File: src/rtl/serial_pkg.sv
// Shared types for the serial receiver: parity modes, receive FSM states and
// the FIFO entry layout.
package serial_pkg;

  localparam int PAR_NONE = 0;
  localparam int PAR_EVEN = 1;
  localparam int PAR_ODD  = 2;

  localparam int MAX_DATA_BITS = 9;

  typedef enum logic [2:0] {
    WAIT_IDLE,
    IDLE,
    START,
    DATA,
    PARITY,
    STOP
  } rx_state_t;

  // Data is sized for the widest frame; narrower frames are zero-extended.
  typedef struct packed {
    logic                     brk;
    logic                     perr;
    logic                     ferr;
    logic [MAX_DATA_BITS-1:0] data;
  } rx_entry_t;

endpackage

File: src/rtl/sync_fifo.sv
// First-word-fall-through synchronous FIFO; head entry is visible on dout_o
// whenever empty_o is low.
module sync_fifo #(
  parameter int WIDTH = 8,
  parameter int DEPTH = 8
) (
  input  logic                   clk64,
  input  logic                   reset,
  input  logic                   push_i,
  input  logic [WIDTH-1:0]       din_i,
  input  logic                   pop_i,
  output logic [WIDTH-1:0]       dout_o,
  output logic                   full_o,
  output logic                   empty_o,
  output logic [$clog2(DEPTH):0] level_o
);

  localparam int AW = $clog2(DEPTH);

  logic [WIDTH-1:0] mem_q [DEPTH];
  logic [AW-1:0]    wr_ptr_q;
  logic [AW-1:0]    rd_ptr_q;
  logic [AW:0]      level_q;
  logic             do_push;
  logic             do_pop;

  assign empty_o = (level_q == '0);
  assign full_o  = (level_q == (AW+1)'(DEPTH));
  // A pop in the same cycle frees the slot a push into a full FIFO needs.
  assign do_pop  = pop_i & ~empty_o;
  assign do_push = push_i & (~full_o | do_pop);

  always_ff @(posedge clk64) begin
    if (!reset) begin
      wr_ptr_q <= '0;
      rd_ptr_q <= '0;
      level_q  <= '0;
    end else begin
      if (do_push) wr_ptr_q <= wr_ptr_q + 1'b1;
      if (do_pop)  rd_ptr_q <= rd_ptr_q + 1'b1;
      if (do_push && !do_pop)      level_q <= level_q + 1'b1;
      else if (!do_push && do_pop) level_q <= level_q - 1'b1;
    end
  end

  always_ff @(posedge clk64) begin
    if (do_push) mem_q[wr_ptr_q] <= din_i;
  end

  assign dout_o  = mem_q[rd_ptr_q];
  assign level_o = level_q;

endmodule

File: src/rtl/serial_rx_fifo.sv
// UART receiver with majority-vote sampling, configurable frame format and a
// status-tagged receive FIFO drained by valid/ready.
//
// state     | meaning
// WAIT_IDLE | after reset or break, wait for the line to return high
// IDLE      | line high, watching for a start edge
// START     | validating the start bit at mid-bit
// DATA      | shifting in data bits, LSB first
// PARITY    | sampling the parity bit
// STOP      | sampling stop bits; frame completes at the last one
module serial_rx_fifo
  import serial_pkg::*;
#(
  parameter int CLK_DIV    = 278,
  parameter int DATA_BITS  = 8,
  parameter int PARITY     = 0,
  parameter int STOP_BITS  = 1,
  parameter int FIFO_DEPTH = 8
) (
  input  logic                        clk64,
  input  logic                        reset,
  input  logic                        rx,
  output logic [DATA_BITS-1:0]        rx_data,
  output logic                        rx_ferr,
  output logic                        rx_perr,
  output logic                        rx_brk,
  output logic                        rx_valid,
  input  logic                        rx_ready,
  output logic                        overrun,
  input  logic                        clr_overrun,
  output logic [$clog2(FIFO_DEPTH):0] fifo_level,
  output logic                        busy
);

  localparam int CW  = $clog2(CLK_DIV);
  localparam int MID = CLK_DIV / 2;

  logic                 sync1_q;
  logic                 rx_s_q;
  rx_state_t            state_q;
  logic [CW-1:0]        cnt_q;
  logic [3:0]           bit_idx_q;
  logic                 stop_idx_q;
  logic                 s0_q;
  logic                 s1_q;
  logic [DATA_BITS-1:0] shreg_q;
  logic                 par_q;
  logic                 perr_q;
  logic                 ferr_q;
  logic                 any_one_q;
  logic                 push_q;
  rx_entry_t            entry_q;
  logic                 overrun_q;

  logic      maj;
  logic      at_smp;
  logic      last_cnt;
  logic      ferr_n;
  logic      any_n;
  logic      pop;
  logic      fifo_full;
  logic      fifo_empty;
  rx_entry_t head;
  logic      unused_head_hi;

  // Third vote is the live sample at Mid+1, so the decision lands on that cycle.
  assign maj      = (s0_q & s1_q) | (s0_q & rx_s_q) | (s1_q & rx_s_q);
  assign at_smp   = (cnt_q == CW'(MID + 1));
  assign last_cnt = (cnt_q == CW'(CLK_DIV - 1));
  assign ferr_n   = ferr_q | ~maj;
  assign any_n    = any_one_q | maj;
  assign pop      = rx_ready & ~fifo_empty;

  always_ff @(posedge clk64) begin
    if (!reset) begin
      sync1_q    <= 1'b1;
      rx_s_q     <= 1'b1;
      state_q    <= WAIT_IDLE;
      cnt_q      <= '0;
      bit_idx_q  <= '0;
      stop_idx_q <= 1'b0;
      s0_q       <= 1'b1;
      s1_q       <= 1'b1;
      shreg_q    <= '0;
      par_q      <= 1'b0;
      perr_q     <= 1'b0;
      ferr_q     <= 1'b0;
      any_one_q  <= 1'b0;
      push_q     <= 1'b0;
      entry_q    <= '0;
      overrun_q  <= 1'b0;
    end else begin
      sync1_q <= rx;
      rx_s_q  <= sync1_q;
      push_q  <= 1'b0;

      if (state_q == IDLE || state_q == WAIT_IDLE || last_cnt) cnt_q <= '0;
      else                                                    cnt_q <= cnt_q + 1'b1;

      if (cnt_q == CW'(MID - 1)) s0_q <= rx_s_q;
      if (cnt_q == CW'(MID))     s1_q <= rx_s_q;

      if (push_q && fifo_full && !pop) overrun_q <= 1'b1;
      else if (clr_overrun)            overrun_q <= 1'b0;

      case (state_q)
        WAIT_IDLE: if (rx_s_q) state_q <= IDLE;
        IDLE: begin
          if (!rx_s_q) begin
            state_q    <= START;
            bit_idx_q  <= '0;
            stop_idx_q <= 1'b0;
            par_q      <= 1'b0;
            perr_q     <= 1'b0;
            ferr_q     <= 1'b0;
            any_one_q  <= 1'b0;
          end
        end
        START: if (at_smp) state_q <= maj ? IDLE : DATA;
        DATA: begin
          if (at_smp) begin
            shreg_q   <= {maj, shreg_q[DATA_BITS-1:1]};
            par_q     <= par_q ^ maj;
            any_one_q <= any_n;
            bit_idx_q <= bit_idx_q + 1'b1;
            if (bit_idx_q == 4'(DATA_BITS - 1))
              state_q <= (PARITY == PAR_NONE) ? STOP : serial_pkg::PARITY;
          end
        end
        serial_pkg::PARITY: begin
          if (at_smp) begin
            any_one_q <= any_n;
            perr_q    <= (PARITY == PAR_ODD) ? ~(par_q ^ maj) : (par_q ^ maj);
            state_q   <= STOP;
          end
        end
        STOP: begin
          if (at_smp) begin
            ferr_q     <= ferr_n;
            any_one_q  <= any_n;
            stop_idx_q <= 1'b1;
            if (stop_idx_q == 1'(STOP_BITS - 1)) begin
              push_q  <= 1'b1;
              entry_q <= '{brk: ~any_n, perr: perr_q, ferr: ferr_n,
                           data: MAX_DATA_BITS'(shreg_q)};
              // A break leaves the line low; wait for it to rise before rearming.
              state_q <= any_n ? IDLE : WAIT_IDLE;
            end
          end
        end
        default: state_q <= WAIT_IDLE;
      endcase
    end
  end

  sync_fifo #(
    .WIDTH($bits(rx_entry_t)),
    .DEPTH(FIFO_DEPTH)
  ) u_fifo (
    .clk64  (clk64),
    .reset  (reset),
    .push_i (push_q),
    .din_i  (entry_q),
    .pop_i  (pop),
    .dout_o (head),
    .full_o (fifo_full),
    .empty_o(fifo_empty),
    .level_o(fifo_level)
  );

  assign rx_valid = ~fifo_empty;
  assign rx_data  = fifo_empty ? '0 : head.data[DATA_BITS-1:0];
  assign rx_ferr  = ~fifo_empty & head.ferr;
  assign rx_perr  = ~fifo_empty & head.perr;
  assign rx_brk   = ~fifo_empty & head.brk;
  assign overrun  = overrun_q;
  assign busy     = (state_q != IDLE);

  // Zero-extension bits above DATA_BITS carry no information.
  assign unused_head_hi = ^(head.data >> DATA_BITS);

endmodule
File: config.mk
export PLATFORM = sky130hd
export DESIGN_NAME = serial_rx_fifo
export DESIGN_NICKNAME = d
export VERILOG_FILES = /design/src/rtl/serial_pkg.sv /design/src/rtl/sync_fifo.sv /design/src/rtl/serial_rx_fifo.sv
export SDC_FILE = /design/constraint.sdc
export NUM_CORES = 1
export LEC_CHECK = 0
export ABC_CLOCK_PERIOD_IN_PS = 6350
export BUFFER_PORTS_ARGS = -buffer_cell sky130_fd_sc_hd__clkbuf_2
export CORE_MARGIN = 1.5
export CORE_UTILIZATION = 66
export DETAILED_ROUTE_END_ITERATION = 10
export PLACE_DENSITY_LB_ADDON = 0.08
export SYNTH_ARGS = -nofsm -noshare
export SYNTH_HDL_FRONTEND = slang
export SYNTH_HIERARCHICAL = 1
export SYNTH_SLANG_ARGS = --single-unit
File: constraint.sdc
create_clock -name clk64 -period 6.35 [get_ports clk64]
set_input_delay 1.905 -clock clk64 [delete_from_list [all_inputs] [get_ports clk64]]
set_output_delay 1.905 -clock clk64 [all_outputs]
set_load 0.005 [all_outputs]
# == Word level (Yosys, flattened, before mapping) ==
# Memories as Yosys holds them, arrays and structs flattened. A register that Yosys moved wholly into a read port is not among the register bits.
# Index checks and enable logic that the tools add are counted.
# op_classes
add_sub_neg,6
multipliers,0
div,0
magnitude_cmp,0
n_eq_ne,21
shifts,0
mux,34
bitwise_logic,21
n_reduce_logical,27
# ops
op,count
3-bit two-way mux,10
"9-bit by 8-bit == test with 1-bit output, second input constant",3
3-bit one-hot mux with 6 select lines,1
3-bit AND reduction,6
4-bit two-way mux,4
"2-bit != test, second input constant",8
2-bit nonzero test,6
1-bit two-way mux,11
1-bit one-hot mux with 2 select lines,5
"9-bit by 1-bit adder with 9-bit output, second input constant",1
1-bit bitwise AND,9
"9-bit == test, second input constant",1
"4-bit by 1-bit adder with 4-bit output, second input constant",2
8-bit two-way mux,1
4-bit one-hot mux with 2 select lines,1
8-bit AND reduction,1
"3-bit by 1-bit adder with 3-bit output, second input constant",2
"3-bit by 2-bit == test with 1-bit output, second input constant",2
"3-bit == test, second input constant",2
1-bit inverter,6
1-bit OR,5
"4-bit by 3-bit == test with 1-bit output, second input constant",1
"4-bit == test, second input constant",1
1-bit logical AND,4
13 further kinds,16
# totals
regBits,56
latch_bits,0
ram_bits,88
rom_bits,0
input_bits,5
out_inout_bits,18
elab_cells,132
mem_count,1
# mem_list
name,words,word_bits,read_ports,rd_clocked_by_memory_dff,write_ports,line,text
u_fifo.mem_q,8,11,1,1,1,sync_fifo.sv:20,logic [WIDTH-1:0] mem_q [DEPTH];

# == Longest topological paths before layout ==
# Gate-level depths: netlist of run 1.
# depth
depth_word,10
ltp_mapped,11

# == By module ==
# Netlist of run 1, hierarchy kept.
# by_module_without_submodules
mod,n_inst,cells_per_inst,area_per_inst_um2,seq_area_each_um2
sync_fifo,1,212,4274.1,3143.0
serial_rx_fifo,1,242,2145.8,920.9

# == Least setup slack after synthesis of run 1 ==
# Ideal clock, no wire load.
# synth_path
path_kind,input to register
from,in rx_ready
to,"mem u_fifo/mem_q[0][0] (netlist name), enable pin"
setup_time_ps,412
arrival_time_ps,3575
required_time_ps,5938
path_slack_ps,2362
stages,3
path_cell_list,nor2b_1 o21ai_4 nor4_1
# synth_via
elab_chain_len,6
# synth_lines
element,line,text
"start, declared",serial_rx_fifo.sv:28,"input logic rx_ready,"
1-bit bitwise AND,serial_rx_fifo.sv:72,assign pop = rx_ready & ~fifo_empty;
1-bit bitwise AND,sync_fifo.sv:30,assign do_pop = pop_i & ~empty_o;
1-bit OR,sync_fifo.sv:31,assign do_push = push_i & (~full_o | do_pop);
1-bit bitwise AND,sync_fifo.sv:31,
1-bit two-way mux,sync_fifo.sv:47,if (do_push) mem_q[wr_ptr_q] <= din_i;
1-bit two-way mux (implied by the code),sync_fifo.sv:47,
"end, declared",sync_fifo.sv:20,
# No other way between the ends.

==> impl_results.md, run 1 <==
* Chip height at ~99 um
* Final core utilization at between 70 and 80%
* Final min period at approximately 4.6 ns
* CTS tree: built
* Sequence of cells on the critical path: buf_4, mux4_2, mux2_2, nor2b_1, clkbuf_2
* Critical path endpoint category: primary output
* CP Class: register to primary output
* Setup_tns at 0 ns
* Skew final at ~0.0084 ns
* Num rows at 34
* Fmax achieved at 0.216 GHz
* Area grow syn2layout at 12.6%
* Max cap viols at 0
* IO Count at 23
* Num CTS Buffers at 17
* Placed cell area at 6330 um2
* Hold Path Depth at 1
* Final period utilization at 72.9%
* Chip Width at between 90 and 100 um
* Gr usage total at around a quarter
* Root Driver: clkbuf_8
* Cts hold-fix bufs at 0
* Final Max Slew Viols at 0
* Via count at approximately 3500
* Syn Nets at between 400 and 500
* Warnings, synthesis at 6
* Clock Path Buffers at 2
* Max FO, Critical Path at 12
* DRT antenna net count at 0
* Fillers at around 530
* First-pass GRT wire length at between 15000 and 20000 um
* Avg WL per Cell at between 15 and 20 um
* Worst r2r path cells at 10
* Largest net degree at the start of global routing at 50
* Arrival time at the worst endpoint at around 2.7 ns
* Max incr delay on CP at 0.80 ns
* Total core area at 8850 um2
* Worst IR Drop VDD at 211 uV
* Count of cells resized by post-cts repair at 0
* Mean Syn Cell Area at 13.8 um2
* Layout cells sized above 1 at 21.0%
* Crit path depth at 5
* Vias in the first global route at 3342
* Pleak at approximately 0.0025 uW
* Final wirelength at approximately 11000 um
* CTS H-Tree Depth at 4
* Port bufs at 22
* Least-Margin Pin Slew at 1.17 ns
* Req. time, crit path at ~4.5 ns
* Largest delay share family, worst path: flip-flops
* CTS Sinks at between 100 and 150
* RSZ-0062 raised after global routing: false
* Post-CTS Setup Bufs at 0
* Final Setup Violations at 0
* Slowest cell on crit path: dfxtp_1
* Drt pass-1 iters at 4
* Clock transition at path regs at ~0.06 ns
* Status: completed
* Placer Congestion at 0.820
* Initial antenna violation count at 0
* Detailed Place HPWL at between 6000 and 7000 um
* Mapped Area at 6120 um2
* 1st-iter DRT viols at between 200 and 300
* Fin Hold WS at ~0.41 ns
* Pwr dens at approximately 280 nW/um2
* Die area at 9860 um2
* Crit path buf inv count at 2
* Initial Util at a little under 70%
* Total gr overflow at 0
* DRC at 0
* Cell Count, Final, Fillers Out at slightly below 600
* Slew headroom at a little over a fifth
* Worst skew pair latency at ~0.52 ns
* N_diodes at 0
* Hold Fails Final Rpt at 0
* HP Class: register to register
* Final instance area at approximately 6900 um2
* CP startpoint kind: register
* Synth Instances at approximately 440
* Final nets at a little under 500
* Dpl cells at roughly 560
* Post-DR vias/cell at ~6
## report_power, final
part | switching, uW | total (uW) | internal (uW)
clock network | 402 | 934 | 532
registers | 3.37 | 1000 | 1000
logic | 8.14 | 14.5 | 6.41
## stage by stage
| stage | worst slack [ns] | power [uW] |
|---|---|---|
| global placement | 2.22 | 1040 |
| floorplan | 2.46 | 1030 |
| CTS | 1.64 | 1970 |
| finish | 1.72 | 1950 |
| global route | 1.50 | 2010 |
| detailed placement | 2.20 | 1040 |
## registers in the layout, indices dropped and copies added (netlist names), 3 cells and up, named ones only
name and cells:
u_fifo/wr_ptr_q 3, u_fifo/level_o 4, cnt_q 9, bit_idx_q 4
state_q 3, u_fifo/mem_q 88, u_fifo/rd_ptr_q 3, shreg_q 8
entry_q 11
## cell usage in the layout, fill, tap and decap left out, drive strengths merged, types with 7 or more instances in the layout
cell and n:
nand3 14, nor2b 26, a21boi 10, nand2 32
mux2 11, mux2i 12, inv 19, mux4 22
dfxtp 59, and2 11, ha 10, nand2b 9
edfxtp 88, buf 7, nor2 24, xnor2 10
a21oi 7, clkbuf 40
## metal layers
layer / global-route usage [%] / wire (um) / vias to the layer above
li1: - / - / 1692
met1: 30.7 / 4660 / 1705
met2: 39.7 / 5560 / 85
met3: 5.06 / 513 / 7
met4: 8.34 / 73 / 0
met5: 0 / 0 / -
## worst paths after layout
| check | startpoint | slack, ns | end |
|---|---|---|---|
| worst max-delay path | register | 1.72 | rx_perr |
| worst min-delay path | sync1_q | 0.41 | rx_s_q |
| worst min register to register | sync1_q | 0.41 | rx_s_q |
| worst max register to register | u_fifo/level_o[1] | 3.52 | u_fifo/level_o[3] |
## final cells by class
| class | count | area, um2 | area share [%] |
|---|---|---|---|
| Tap cell | 108 | 135 | 1.96 |
| Multi-Input combinational cell | 260 | 2160 | 31.4 |
| Clock buffer | 18 | 418 | 6.06 |
| Clock inverter | 14 | 145 | 2.11 |
| Timing Repair Buffer | 29 | 163 | 2.36 |
| Inverter | 12 | 45.0 | 0.653 |
| Sequential cell | 147 | 3820 | 55.5 |
Note: power is estimated with default switching activity, not from simulation.
==> run 2: changes to the inputs <==
Settings changed: ABC_CLOCK_PERIOD_IN_PS 6350 to 4300, CORE_UTILIZATION 66 to 61.
Clock period 6.35 ns to 4.3 ns, I/O delays scaled along.
==> run 2 against run 1 <==
Compared with the run above:
- worst setup slack got worse by 1.1 ns
- wire length decreased by 0.82%
- sequential cell count is the same
- via count increased by 0.57%
- critical path type unchanged
- highest routed layer unchanged
- clock-buffer cell count up 1
- total power is 56% higher
- design area is 1.8% higher
- first-iteration DRC count decreased by 43%
- largest cell class unchanged
- core utilization down 6.1 points
==> impl_results.md, run 2 (synthesized netlist as in run 1, its figures left out) <==
* Cts hold-fix bufs at 0 (unchanged)
* Skew final at 0.00761 ns (-0.000842 ns)
* CTS Sinks at 147 (unchanged)
* Vias in the first global route at 3335 (-0.21%)
* Slew headroom at 49.3% (+27 points)
* Port bufs at 22 (unchanged)
* Num CTS Buffers at 17 (unchanged)
* Worst skew pair latency at 0.52 ns (about the same)
* Fmax achieved at 0.275 GHz
* CP Class: register to primary output
* Placer Congestion at 0.871 (+6.3%)
* CP startpoint kind: register
* WL met3 at 433 um (-16%)
* Max FO, Critical Path at 22 (+10)
* HP Class: register to register
* Post-DR vias/cell at 5.68 (-4.3%)
* Layout cells sized above 1 at 21.4% (+0.40 points)
* Total core area at 9770 um2 (+10%)
* Most frequent cells in the layout: edfxtp_1 (88), dfxtp_1 (59), nand2_1 (31)
* CTS H-Tree Depth at 4 (unchanged)
* Detailed Place HPWL at 6750 um (+2.3%)
* Wl on met1 at 4820 um (+3.6%)
* Drt pass-1 iters at 4 (unchanged)
* Least-Margin Pin Slew at 0.761 ns (-0.405 ns)
* Num rows at 36 (+5.9%)
* Worst IR Drop VDD at 271 uV (+28%)
* Final Setup Violations at 0 (unchanged)
* Top sig layer: met4
* Pwr dens at 434 nW/um2 (+53%)
* Final core utilization at 71.8% (-6.1 points)
* Final period utilization at around 84%
* Largest regs: u_fifo/mem_q (88), entry_q (11), cnt_q (9)
* Max cap viols at 0 (unchanged)
* Initial Util at 62.6% (-6.6 points)
* Post-CTS Setup Bufs at 0 (unchanged)
* DRC at 0 (unchanged)
* Pleak at 0.00255 uW (+2.2%)
* Clock transition at path regs at 0.06 ns (about the same)
* Clock Path Buffers at 2 (unchanged)
* Largest Register: u_fifo/mem_q
* Chip Width at 103 um (+3.9%)
* Total gr overflow at 0 (unchanged)
* Gr usage total at 22.1% (-1.5 points)
* Req. time, crit path at 3.01 ns (-1.44 ns)
* Critical path endpoint category: primary output
* Commonest non-fill, non-tap cell in the layout: edfxtp_1
* Setup_tns at 0 ns (unchanged)
* Initial antenna violation count at 0 (unchanged)
* Die area at 10600 um2 (+7.9%)
* Final wirelength at 10700 um (-0.82%)
* RSZ-0062 raised after global routing: false
* Root Driver: clkbuf_8
* DR WL met2 at 5390 um (-3.0%)
* Arrival time at the worst endpoint at 2.34 ns (-0.39 ns)
* Final nets at 488 (+1.0%)
* Hold Fails Final Rpt at 0 (unchanged)
* Final min period at 3.63 ns
* Area grow syn2layout at 14.7%
* N_diodes at 0 (unchanged)
* 1st-iter DRT viols at 143 (-43%)
* DRT antenna net count at 0 (unchanged)
* Status: completed
* Avg WL per Cell at 17.3 um (-5.6%)
* IO Count at 23 (unchanged)
* Via count at 3509 (+0.57%)
* Final Max Slew Viols at 0 (unchanged)
* Max FFs per register at 88 (unchanged)
* CTS tree: built
* Count of cells resized by post-cts repair at 0 (unchanged)
* First-pass GRT wire length at 16900 um (-2.2%)
* Chip height at 103 um (+3.9%)
* Largest net degree at the start of global routing at 27 (-46%)
-- run 2: cell types whose count changed in the layout (fill, tap and decap cells not counted), moves of 2 or more --
cell / change
inv_8: -2
buf_4: +5
clkinv_4: -2
inv_6: -3
bufinv_16: +4
-- run 2: path summary, 6_finish.rpt --
kind	slack, ns	endpoint	cells past startpoint	startpoint
worst max-delay path	0.67	rx_ferr	5	register
worst min-delay path	0.42	rx_s_q	1	sync1_q
worst max register to register	1.30	u_fifo/level_o[3]	12	u_fifo/level_o[1]
worst min register to register	0.42	rx_s_q	1	sync1_q
-- run 2: worst max-delay path, cell delays in order (launching register included) --
cell      delay [ns]
dfxtp_1         0.31
buf_4           0.38
mux4_2          0.58
mux2_2          0.28
nor2b_1         0.14
clkbuf_2        0.11
-- run 2: final cells by class --
cell class	count	area, um2
clock inverters	13	205
fillers	666	2760
flip-flops and latches	147	3820
repair buffers	34	200
clock buffers	19	422
inverters	12	45.0
well taps	133	166
multi-input cells	260	2150
-- run 2: power by group --
group | internal [uW] | switching, uW | total, uW | leakage, uW
sequential | 1480 | 4.97 | 1480 | 0.00131
combinational | 9.87 | 12.2 | 22.1 | 0.000948
clock | 1000 | 538 | 1540 | 0.000296
total | 2490 | 555 | 3040 | 0.00255
-- run 2: per-stage QoR --
stage | total power, uW | cell area, um2 | setup WS (ns) | cells | hold WS, ns
floorplan | 1530 | 6120 | 1.03 | 442 | 0.386
detailed placement | 1540 | 6390 | 0.902 | 586 | 0.398
finish | 3040 | 7020 | 0.668 | 618 | 0.417
global route | 3130 | 7020 | 0.520 | 618 | 0.441
CTS | 3080 | 7020 | 0.607 | 618 | 0.419
global placement | 1530 | 6390 | 0.985 | 586 | 0.394
-- run 2: routing by layer --
metal | global-route usage, % | vias up
met5 | 0 | -
met4 | 7.28 | 0
met3 | 6.31 | 7
met2 | 35.3 | 75
met1 | 29.4 | 1735
li1 | - | 1692
==> run 3: changes to the inputs <==
Settings changed: ABC_CLOCK_PERIOD_IN_PS 4300 to 2900, CORE_UTILIZATION 61 to 55.
Clock period 4.3 ns to 2.9 ns, I/O delays scaled along.
==> run 3 against run 2 <==
Compared with the run above:
- total power is 46% higher
- the run now ends with negative setup slack left
- largest cell class unchanged
- highest routed layer unchanged
- final cell count is 2.4% higher
- sequential power is 49% higher
==> impl_results.md, run 3 (synthesized netlist as in run 1, its figures left out) <==
* Final period utilization at 104%
* Cell Count, Final, Fillers Out at 633 (+2.4%)
* Skew final at 0.00994 ns (+0.00234 ns)
* Fillers at 808 (+21%)
* Max FO, Critical Path at 6 (-73%)
* N_diodes at 0 (unchanged)
* Post-DR vias/cell at 5.66 (-0.34%)
* Vias in the first global route at 3443 (+3.2%)
* DRC at 0 (unchanged)
* HP Class: register to register
* 1st-iter DRT viols at 179 (+25%)
* Final wirelength at 11400 um (+6.4%)
* Largest regs: u_fifo/mem_q (88), entry_q (11), cnt_q (9)
* Commonest non-fill, non-tap cell in the layout: edfxtp_1
* Initial antenna violation count at 0 (unchanged)
* Internal at 3600 uW (+45%)
* Hold Fails Final Rpt at 0 (unchanged)
* Sw frac at 18.9% (+0.65 points)
* Dpl cells at 598 (+2.0%)
* Via count at 3582 (+2.1%)
* Final Max Slew Viols at 0 (unchanged)
* Slew headroom at 50.1% (+0.80 points)
* Total core area at 10800 um2 (+11%)
* Area grow syn2layout at 16.9%
* Fmax achieved at between 0.3 and 0.4 GHz
* Combinational share of power at 0.7% (about the same)
* Chip height at 108 um (+5.2%)
* Slowest cell on crit path: mux4_2
* Total gr overflow at 0 (unchanged)
* Pleak at 0.00261 uW (+2.2%)
* Num CTS Buffers at 17 (unchanged)
* Placer Congestion at 0.809 (-7.1%)
* Final worst slack at -0.113 ns (-0.781 ns)
* Sw Pwr at 837 uW (+51%)
* Worst skew pair latency at 0.51 ns (about the same)
* CP startpoint kind: register
* Max FFs per register at 88 (unchanged)
* First-pass GRT wire length at 18300 um (+8.0%)
* Die area at 11800 um2 (+11%)
* Setup_tns at -0.889 ns (-0.889 ns)
* Most frequent cells in the layout: edfxtp_1 (88), dfxtp_1 (58), nand2_1 (31)
* CTS Sinks at 147 (unchanged)
* Largest Register: u_fifo/mem_q
* Least-Margin Pin Slew at 0.749 ns (-0.0120 ns)
* Clock Path Buffers at 2 (unchanged)
* Detailed Place HPWL at 6750 um (about the same)
* Initial Util at 56.5% (-6.2 points)
* Arrival time at the worst endpoint at 2.14 ns (-0.20 ns)
* Num rows at 38 (+5.6%)
* Root Driver: clkbuf_8
* Req. time, crit path at 2.03 ns (-0.98 ns)
* CTS H-Tree Depth at 4 (unchanged)
* Drt pass-1 iters at 4 (unchanged)
* RSZ-0062 raised after global routing: true
* Final Setup Violations at 11 (+11)
* Largest net degree at the start of global routing at 29 (+7.4%)
* GR peak layer: met2
* Grt met2 use at 35.1% (-0.24 points)
* Chip Width at 108 um (+5.2%)
* Pwr dens at 620 nW/um2 (+43%)
* Layout cells sized above 1 at 23.1% (+1.7 points)
* Port bufs at 22 (unchanged)
* CP Class: register to primary output
* Final min period at 3.01 ns
* Sequence of cells on the critical path: buf_12, buf_16, mux4_2, mux2_4, nor2b_1, clkbuf_2
* Worst IR Drop VDD at 438 uV (+62%)
* Sequential power share at 49.6% (+0.9 points)
* DRT antenna net count at 0 (unchanged)
* Clock network power share at 49.7% (-0.8 points)
* Max incr delay on CP at 0.49 ns (-0.09 ns)
* Violated checks: negative setup slack
* Max cap viols at 0 (unchanged)
* Avg WL per Cell at 18.0 um (+3.9%)
* Final nets at 496 (+1.6%)
* Met1 GRT Util at 27.4% (-2.0 points)
* Status: finished, violations left
* Grt met3 use at 5.67% (-0.64 points)
* Critical path endpoint category: primary output
* IO Count at 23 (unchanged)
* Largest delay share family, worst path: multiplexers
* Clock transition at path regs at 0.06 ns (about the same)
* Crit path buf inv count at 3 (+1)
* Gr usage total at 21.4% (-0.72 points)
* CTS tree: built
[run 3: area by class of cell]
type	instances	area, um2	share of cell area [%]
Tap cell	140	175	2.45
Sequential cell	147	3830	53.5
Timing Repair Buffer	42	325	4.55
Multi-Input combinational cell	260	2170	30.4
Inverter	12	45.0	0.630
Clock inverter	14	188	2.62
Clock buffer	18	418	5.84
[run 3: stage by stage]
| step | setup slack, ns | hold WS, ns | util (%) | instance area [um2] | total power (uW) |
|---|---|---|---|---|---|
| 6_report | -0.113 | 0.409 | 66.0 | 7150 | 4430 |
| 5_1_grt | -0.177 | 0.428 | 66.0 | 7150 | 4560 |
| 4_1_cts | -0.138 | 0.416 | 65.9 | 7140 | 4470 |
| 3_5_place_dp | 0.0658 | 0.399 | 59.5 | 6450 | 2280 |
| 3_3_place_gp | 0.128 | 0.399 | 59.5 | 6450 | 2270 |
| 2_1_floorplan | 0.0453 | 0.386 | - | 6120 | 2260 |
[run 3: path summary, 6_finish.rpt]
| path | from | end | slack, ns | depth (start not counted) |
|---|---|---|---|---|
| worst max-delay path | register | rx_data[7] | -0.11 | 6 |
| worst min-delay path | sync1_q | rx_s_q | 0.41 | 1 |
| worst max register to register | u_fifo/level_o[1] | u_fifo/level_o[3] | 0.25 | 12 |
| worst min register to register | sync1_q | rx_s_q | 0.41 | 1 |
[run 3: per-layer routing]
layer / vias up / share of wire (%)
li1: 1704 / -
met1: 1797 / 44
met2: 68 / 51
met3: 13 / 3.8
met4: 0 / 1.1
met5: - / 0
[run 3: timing repair]
action	4_1_cts	5_1_grt
hold buffers	0	0
pin swaps	0	0
setup endpoints to repair	11	11
gates resized for setup	6	3
cloned	2	0
buffers inserted	1	0
[run 3: power by group through the flow]
| stage | clock network [uW] | registers, uW | logic [uW] |
|---|---|---|---|
| 6_report | 2200 | 2200 | 32.4 |
| 5_1_grt | 2330 | 2200 | 36.3 |
| 4_1_cts | 2240 | 2200 | 32.9 |
| 3_5_place_dp | 0 | 2240 | 32.6 |
| 3_3_place_gp | 0 | 2240 | 32.0 |
| 2_1_floorplan | 0 | 2240 | 26.6 |
